<file path="config.mk">
export PLATFORM = sky130hd
export DESIGN_NAME = fetch_unit
export DESIGN_NICKNAME = d
export VERILOG_FILES = /design/src/rtl/swt16_pkg.sv /design/src/rtl/fetch_unit.sv
export SDC_FILE = /design/constraint.sdc
export NUM_CORES = 1
export LEC_CHECK = 0
export ABC_AREA = 1
export ABC_CLOCK_PERIOD_IN_PS = 4830
export BUFFER_PORTS_ARGS = -buffer_cell sky130_fd_sc_hd__buf_4
export CORE_MARGIN = 2
export CORE_UTILIZATION = 29
export CTS_CLUSTER_SIZE = 24
export DETAILED_ROUTE_END_ITERATION = 7
export PLACE_DENSITY = 0.54
export REMOVE_ABC_BUFFERS = 1
export SLEW_MARGIN = 25
export SYNTH_ARGS = -nofsm -noshare
export SYNTH_HDL_FRONTEND = slang
export SYNTH_SLANG_ARGS = --single-unit
export TNS_END_PERCENT = 20
</file>
<file path="constraint.sdc">
create_clock -name clock -period 4.83 [get_ports clock]
set_clock_uncertainty 0.1 [all_clocks]
set_input_delay 0.483 -clock clock [delete_from_list [all_inputs] [get_ports clock]]
set_output_delay 0.483 -clock clock [all_outputs]
set_load 0.02 [all_outputs]
</file>
<file path="src/rtl/swt16_pkg.sv">
// swt16_pkg: constants and types shared by the swt16 core blocks.
//   PC_WIDTH / PMEM_ADDR_WIDTH / PMEM_WORD_WIDTH / IALU_WORD_WIDTH : bus widths
//   fetch_state_t : fetch stage state encoding (BOOT, RUN, FLUSH)
//   NOP_WORD      : word handed to the decoder when nothing valid is fetched
package swt16_pkg;

  localparam int PC_WIDTH        = 12;
  localparam int PMEM_ADDR_WIDTH = 12;
  localparam int PMEM_WORD_WIDTH = 16;
  localparam int IALU_WORD_WIDTH = 16;

  typedef enum logic [1:0] {
    BOOT  = 2'd0,
    RUN   = 2'd1,
    FLUSH = 2'd2
  } fetch_state_t;

  localparam logic [15:0] NOP_WORD = 16'h0000;

endpackage

</file>
<file path="src/rtl/fetch_unit.sv">
// fetch_unit: instruction fetch stage of the swt16 core.
// Drives a word-addressed PMEM with a one-cycle synchronous read and presents
// the returned word with its PC to the decoder.
// Ports:
//   clock, reset        : clock, asynchronous active-high reset
//   in_stall            : decoder not consuming; hold the presented word
//   in_jump             : taken jump from execute (redirect)
//   in_jump_target      : jump destination, low PC_WIDTH bits used
//   out_pmem_addr       : PMEM read address for this cycle
//   in_pmem_rdata       : PMEM data for the address issued last cycle
//   out_instr / out_pc  : fetched word and its address
//   out_valid           : out_instr/out_pc carry a real fetched word
//   out_flush           : decoder flush request (boot and redirect bubbles)
module fetch_unit #(
  parameter int PMEM_ADDR_WIDTH = swt16_pkg::PMEM_ADDR_WIDTH,
  parameter int PMEM_WORD_WIDTH = swt16_pkg::PMEM_WORD_WIDTH,
  parameter int PC_WIDTH        = swt16_pkg::PC_WIDTH,
  parameter int IALU_WORD_WIDTH = swt16_pkg::IALU_WORD_WIDTH,
  parameter int FLUSH_CYCLES    = 2
) (
  input  logic                       clock,
  input  logic                       reset,
  input  logic                       in_stall,
  input  logic                       in_jump,
  input  logic [IALU_WORD_WIDTH-1:0] in_jump_target,
  output logic [PMEM_ADDR_WIDTH-1:0] out_pmem_addr,
  input  logic [PMEM_WORD_WIDTH-1:0] in_pmem_rdata,
  output logic [PMEM_WORD_WIDTH-1:0] out_instr,
  output logic [PC_WIDTH-1:0]        out_pc,
  output logic                       out_valid,
  output logic                       out_flush
);

  import swt16_pkg::*;

  localparam logic [2:0] FLUSH_RELOAD = 3'(FLUSH_CYCLES - 1);

  fetch_state_t        state;
  logic [PC_WIDTH-1:0] pc_fetch;
  logic [PC_WIDTH-1:0] pc_resp;
  logic [2:0]          flush_cnt;

  logic [PC_WIDTH-1:0] pc_next;
  logic [PC_WIDTH-1:0] jump_pc;
  logic [PC_WIDTH-1:0] addr_sel;
  logic                stall_run;

  // Increment wraps naturally modulo 2^PC_WIDTH.
  assign pc_next   = pc_fetch + {{(PC_WIDTH-1){1'b0}}, 1'b1};
  assign jump_pc   = in_jump_target[PC_WIDTH-1:0];
  // A stall only matters in RUN; BOOT and FLUSH keep fetching.
  assign stall_run = in_stall & (state == RUN);

  generate
    if (IALU_WORD_WIDTH > PC_WIDTH) begin : g_target_upper
      logic unused_target_upper;
      assign unused_target_upper = ^in_jump_target[IALU_WORD_WIDTH-1:PC_WIDTH];
    end
  endgenerate

  // Address mux: re-issue the held address while stalled so the same word
  // comes back next cycle without a skid buffer.
  always_comb begin
    addr_sel = pc_fetch;
    if (stall_run) begin
      addr_sel = pc_resp;
    end else begin
      addr_sel = pc_fetch;
    end
  end

  assign out_pmem_addr = PMEM_ADDR_WIDTH'(addr_sel);
  assign out_valid     = (state == RUN);
  assign out_flush     = (state != RUN);
  assign out_pc        = pc_resp;
  assign out_instr     = out_valid ? in_pmem_rdata : PMEM_WORD_WIDTH'(NOP_WORD);

  // Fetch sequencer: PC pipeline, boot, stall hold and redirect/flush.
  always_ff @(posedge clock or posedge reset) begin
    if (reset) begin
      state     <= BOOT;
      pc_fetch  <= {PC_WIDTH{1'b0}};
      pc_resp   <= {PC_WIDTH{1'b0}};
      flush_cnt <= 3'd0;
    end else if (in_jump) begin
      // Redirect wins over stall and restarts any flush in progress.
      pc_fetch  <= jump_pc;
      pc_resp   <= pc_fetch;
      state     <= FLUSH;
      flush_cnt <= FLUSH_RELOAD;
    end else begin
      case (state)
        BOOT: begin
          state    <= RUN;
          pc_resp  <= pc_fetch;
          pc_fetch <= pc_next;
        end
        RUN: begin
          if (!in_stall) begin
            pc_resp  <= pc_fetch;
            pc_fetch <= pc_next;
          end
        end
        FLUSH: begin
          // pc_fetch stays on the target until the last flush cycle, so the
          // target is re-issued then and becomes the first valid word.
          if (flush_cnt == 3'd0) begin
            state    <= RUN;
            pc_resp  <= pc_fetch;
            pc_fetch <= pc_next;
          end else begin
            flush_cnt <= flush_cnt - 3'd1;
          end
        end
        default: begin
          state     <= BOOT;
          pc_fetch  <= {PC_WIDTH{1'b0}};
          pc_resp   <= {PC_WIDTH{1'b0}};
          flush_cnt <= 3'd0;
        end
      endcase
    end
  end

endmodule
</file>
==> reports/results.txt <==
status: complete, no violations
total power: 901 µW
CTS Hold Bufs: 0
number of global-route vias before repair: 1666
mux cell area share after synthesis: 0%
Post-synth EDFFs: 0
Routability Congestion: 0.734
row cnt: 29
R2R cell count: 9
worst slew pin tran: 718 ps
total CTS buffers: 5
post-synthesis sequential area ratio: 39.0%
start point of the critical path: state[0]$_DFFE_PP0P_
layout cells sized above 1: 30.2%
synthesized instance count: 259
Mapped Area: 1860 µm²
largest net degree at the start of global routing: 33
area fraction in and, or, nand and nor cells after synthesis: 26.6%
crit-path cells: inv_1, nor2_4, nand2_1, o21ai_0, buf_4
Die Height: 84.1 µm
Syn Area/Cell: 7.19 µm²
Yosys top cell by area: dfrtp_1
critical-path maximum fanout: 24
kind of critical path: flop to output pin
H-tree depth: 2
final setup vio count: 0
Req. time, crit path: 4250 ps
crit-path max cell delay: 440 ps
area of the core: 6280 µm²
Clock Sink Count: 29
Setup Buffers After CTS: 0
synthesis-to-finish area growth: 34.9%
Max rail drop VDD: 0.163 mV
Fill cells: 680
Slowest-stage cell, CP: nand2_1
Max Cap Viol: 0
Synth area leaders: dfrtp_1, inv_1, nand2_1, nand3_1, nor2_1
DIE WIDTH: 84.1 µm
pwr/cell area: 359 nW/µm²
setup TNS: 0 ps
Worst setup EP type: output pin
gr ovfl total: 0
IO buf count: 73
Synth Area in XOR/XNOR: 0.470%
1st-iter DRT viols: 86
Yosys top cell area share: 39.0%
Multi-input gate area: 867 µm²
Slew Viols, Final: 0
initial core utilization: 29.7%
vias per cell: 4.51
Seq. cell area: 726 µm²
Max Clock Freq: 402 MHz
I/O pins: 78
WL/cell: 12.0 µm
initial antenna violation count: 0
first-pass GRT wire length: 8.12 mm
Adder-Cell Fraction of Synth Area: 2.02%
RSZ-0062 raised after global routing: no
post-synthesis compound-gate area fraction: 17.5%
Final period util: 51.5%
Fin. Hold Viols: 0
FF-to-FF Start: flush_cnt[0]$_DFFE_PP0P_
post-CTS sizing: 0
Clock Tree Root: clkbuf_8
TritonCTS clock tree: built
Die ar.: 7080 µm²
ys async rst share: 100%
clock buffer depth: 2
Post-layout nets: 366
routed wire length: 4.88 mm
DRC errors left: 0
CP Launch Type: flop
Data arrival, critical path: 1900 ps
Slew HR: 52.0%
Reg clk slew, reported paths: 60 ps
Netlist cell types: 29
router iterations before antenna repair: 5
Ys Warns: 0
leak pwr: 0.00134 µW
total track usage: 14.4%
Skew-Pair Late Insertion Delay: 280 ps
Post-DP HPWL: 3.48 mm
via count: 1825
post-route minimum period: 2490 ps
largest family of logic cells by synthesized area: simple AND/OR/NAND/NOR gates
ys flop type: dfrtp_1
Antenna Nets Post-Route: 0
Worst Hold Class: input port to async pin
Worst Hold Slack: 187 ps
post-synthesis register bit count: 29
# diodes: 0
==> final cells by class <==
type                    instances  share of cell area (%)
clock buffers                   8                    3.19
inverters                      49                    7.42
multi-input cells             168                    34.5
flip-flops and latches         29                    28.9
well taps                      77                    3.84
repair buffers                 74                    22.1
==> report_power, final <==
| part | internal, µW | total (µW) | switching (µW) |
|---|---|---|---|
| clock | 102 | 195 | 92.6 |
| sequential | 293 | 343 | 49.7 |
| combinational | 149 | 364 | 215 |
| total | 544 | 901 | 358 |
==> cells in the final DEF (no fill, tap or decap), types with 4 or more instances in the layout <==
cell      instances
a21oi_1          10
a22oi_1           4
buf_4            74
clkbuf_8          5
dfrtp_1          29
inv_1            44
nand2_1          41
nand3_1          29
nor2_1           33
o21ai_0          20
o21ai_1           6
o21ai_2           9
==> critical path, delay by kind of cell (launching register included) <==
kind | cells | cell delay, ps
DFF | 1 | 410
buffers and inverters | 2 | 280
AOI/OAI and AO/OA | 1 | 370
and+or+nand+nor | 2 | 560
==> synthesized netlist by cell type, types with 3 or more instances <==
cell	n
nand2_1	41
o21ai_0	20
inv_2	3
o21ai_2	9
dfrtp_1	29
a22oi_1	4
buf_6	3
nor2_1	33
nand3_1	29
a21oi_1	10
buf_2	6
o21ai_1	6
inv_1	44
ha_1	3
==> routing by layer <==
layer  wire length [µm]  share of wire, %  up-vias  track usage, %
met3                207               4.2        7            3.96
li1                   -                 -      959               -
met5                  0                 0        -               0
met2               2380                49       28            23.4
met4                 61               1.3        0            4.40
met1               2230                46      831            18.6
==> state kept, by name, summed over array words and instances (netlist names) <==
register and count:
flush_cnt 3, out_pc 12, state 2, pc_fetch 12
==> cell families after synthesis <==
| group | Yosys count |
|---|---|
| simple gates | 111 |
| flops | 29 |
| fa+ha+maj | 3 |
| buf+inv | 62 |
| compound gates | 53 |
| xor+xnor | 1 |
==> metrics by stage <==
| stage | cell area [µm²] | instances | worst slack, ps | util [%] |
|---|---|---|---|---|
| global placement | 2430 | 397 | 2580 | 38.7 |
| global route | 2510 | 405 | 2090 | 40.0 |
| detailed placement | 2430 | 397 | 2600 | 38.7 |
| floorplan | 1780 | 246 | 2680 | - |
| CTS | 2510 | 405 | 2270 | 40.0 |
| finish | 2510 | 405 | 2340 | 40.0 |
==> worst paths after layout <==
path	endpoint	slack (ps)
max in group asynchronous	flush_cnt[0]$_DFFE_PP0P_	4150
worst min-delay path	pc_fetch[1]$_DFFE_PP0P_	190
worst max-delay path	out_pmem_addr[4]	2340
min in group clock	pc_fetch[1]$_DFFE_PP0P_	310
worst max register to register	out_pc[8]$_DFFE_PP0P_	3000
worst min register to register	out_pc[3]$_DFFE_PP0P_	440
Note: power is estimated with default switching activity, not from simulation.
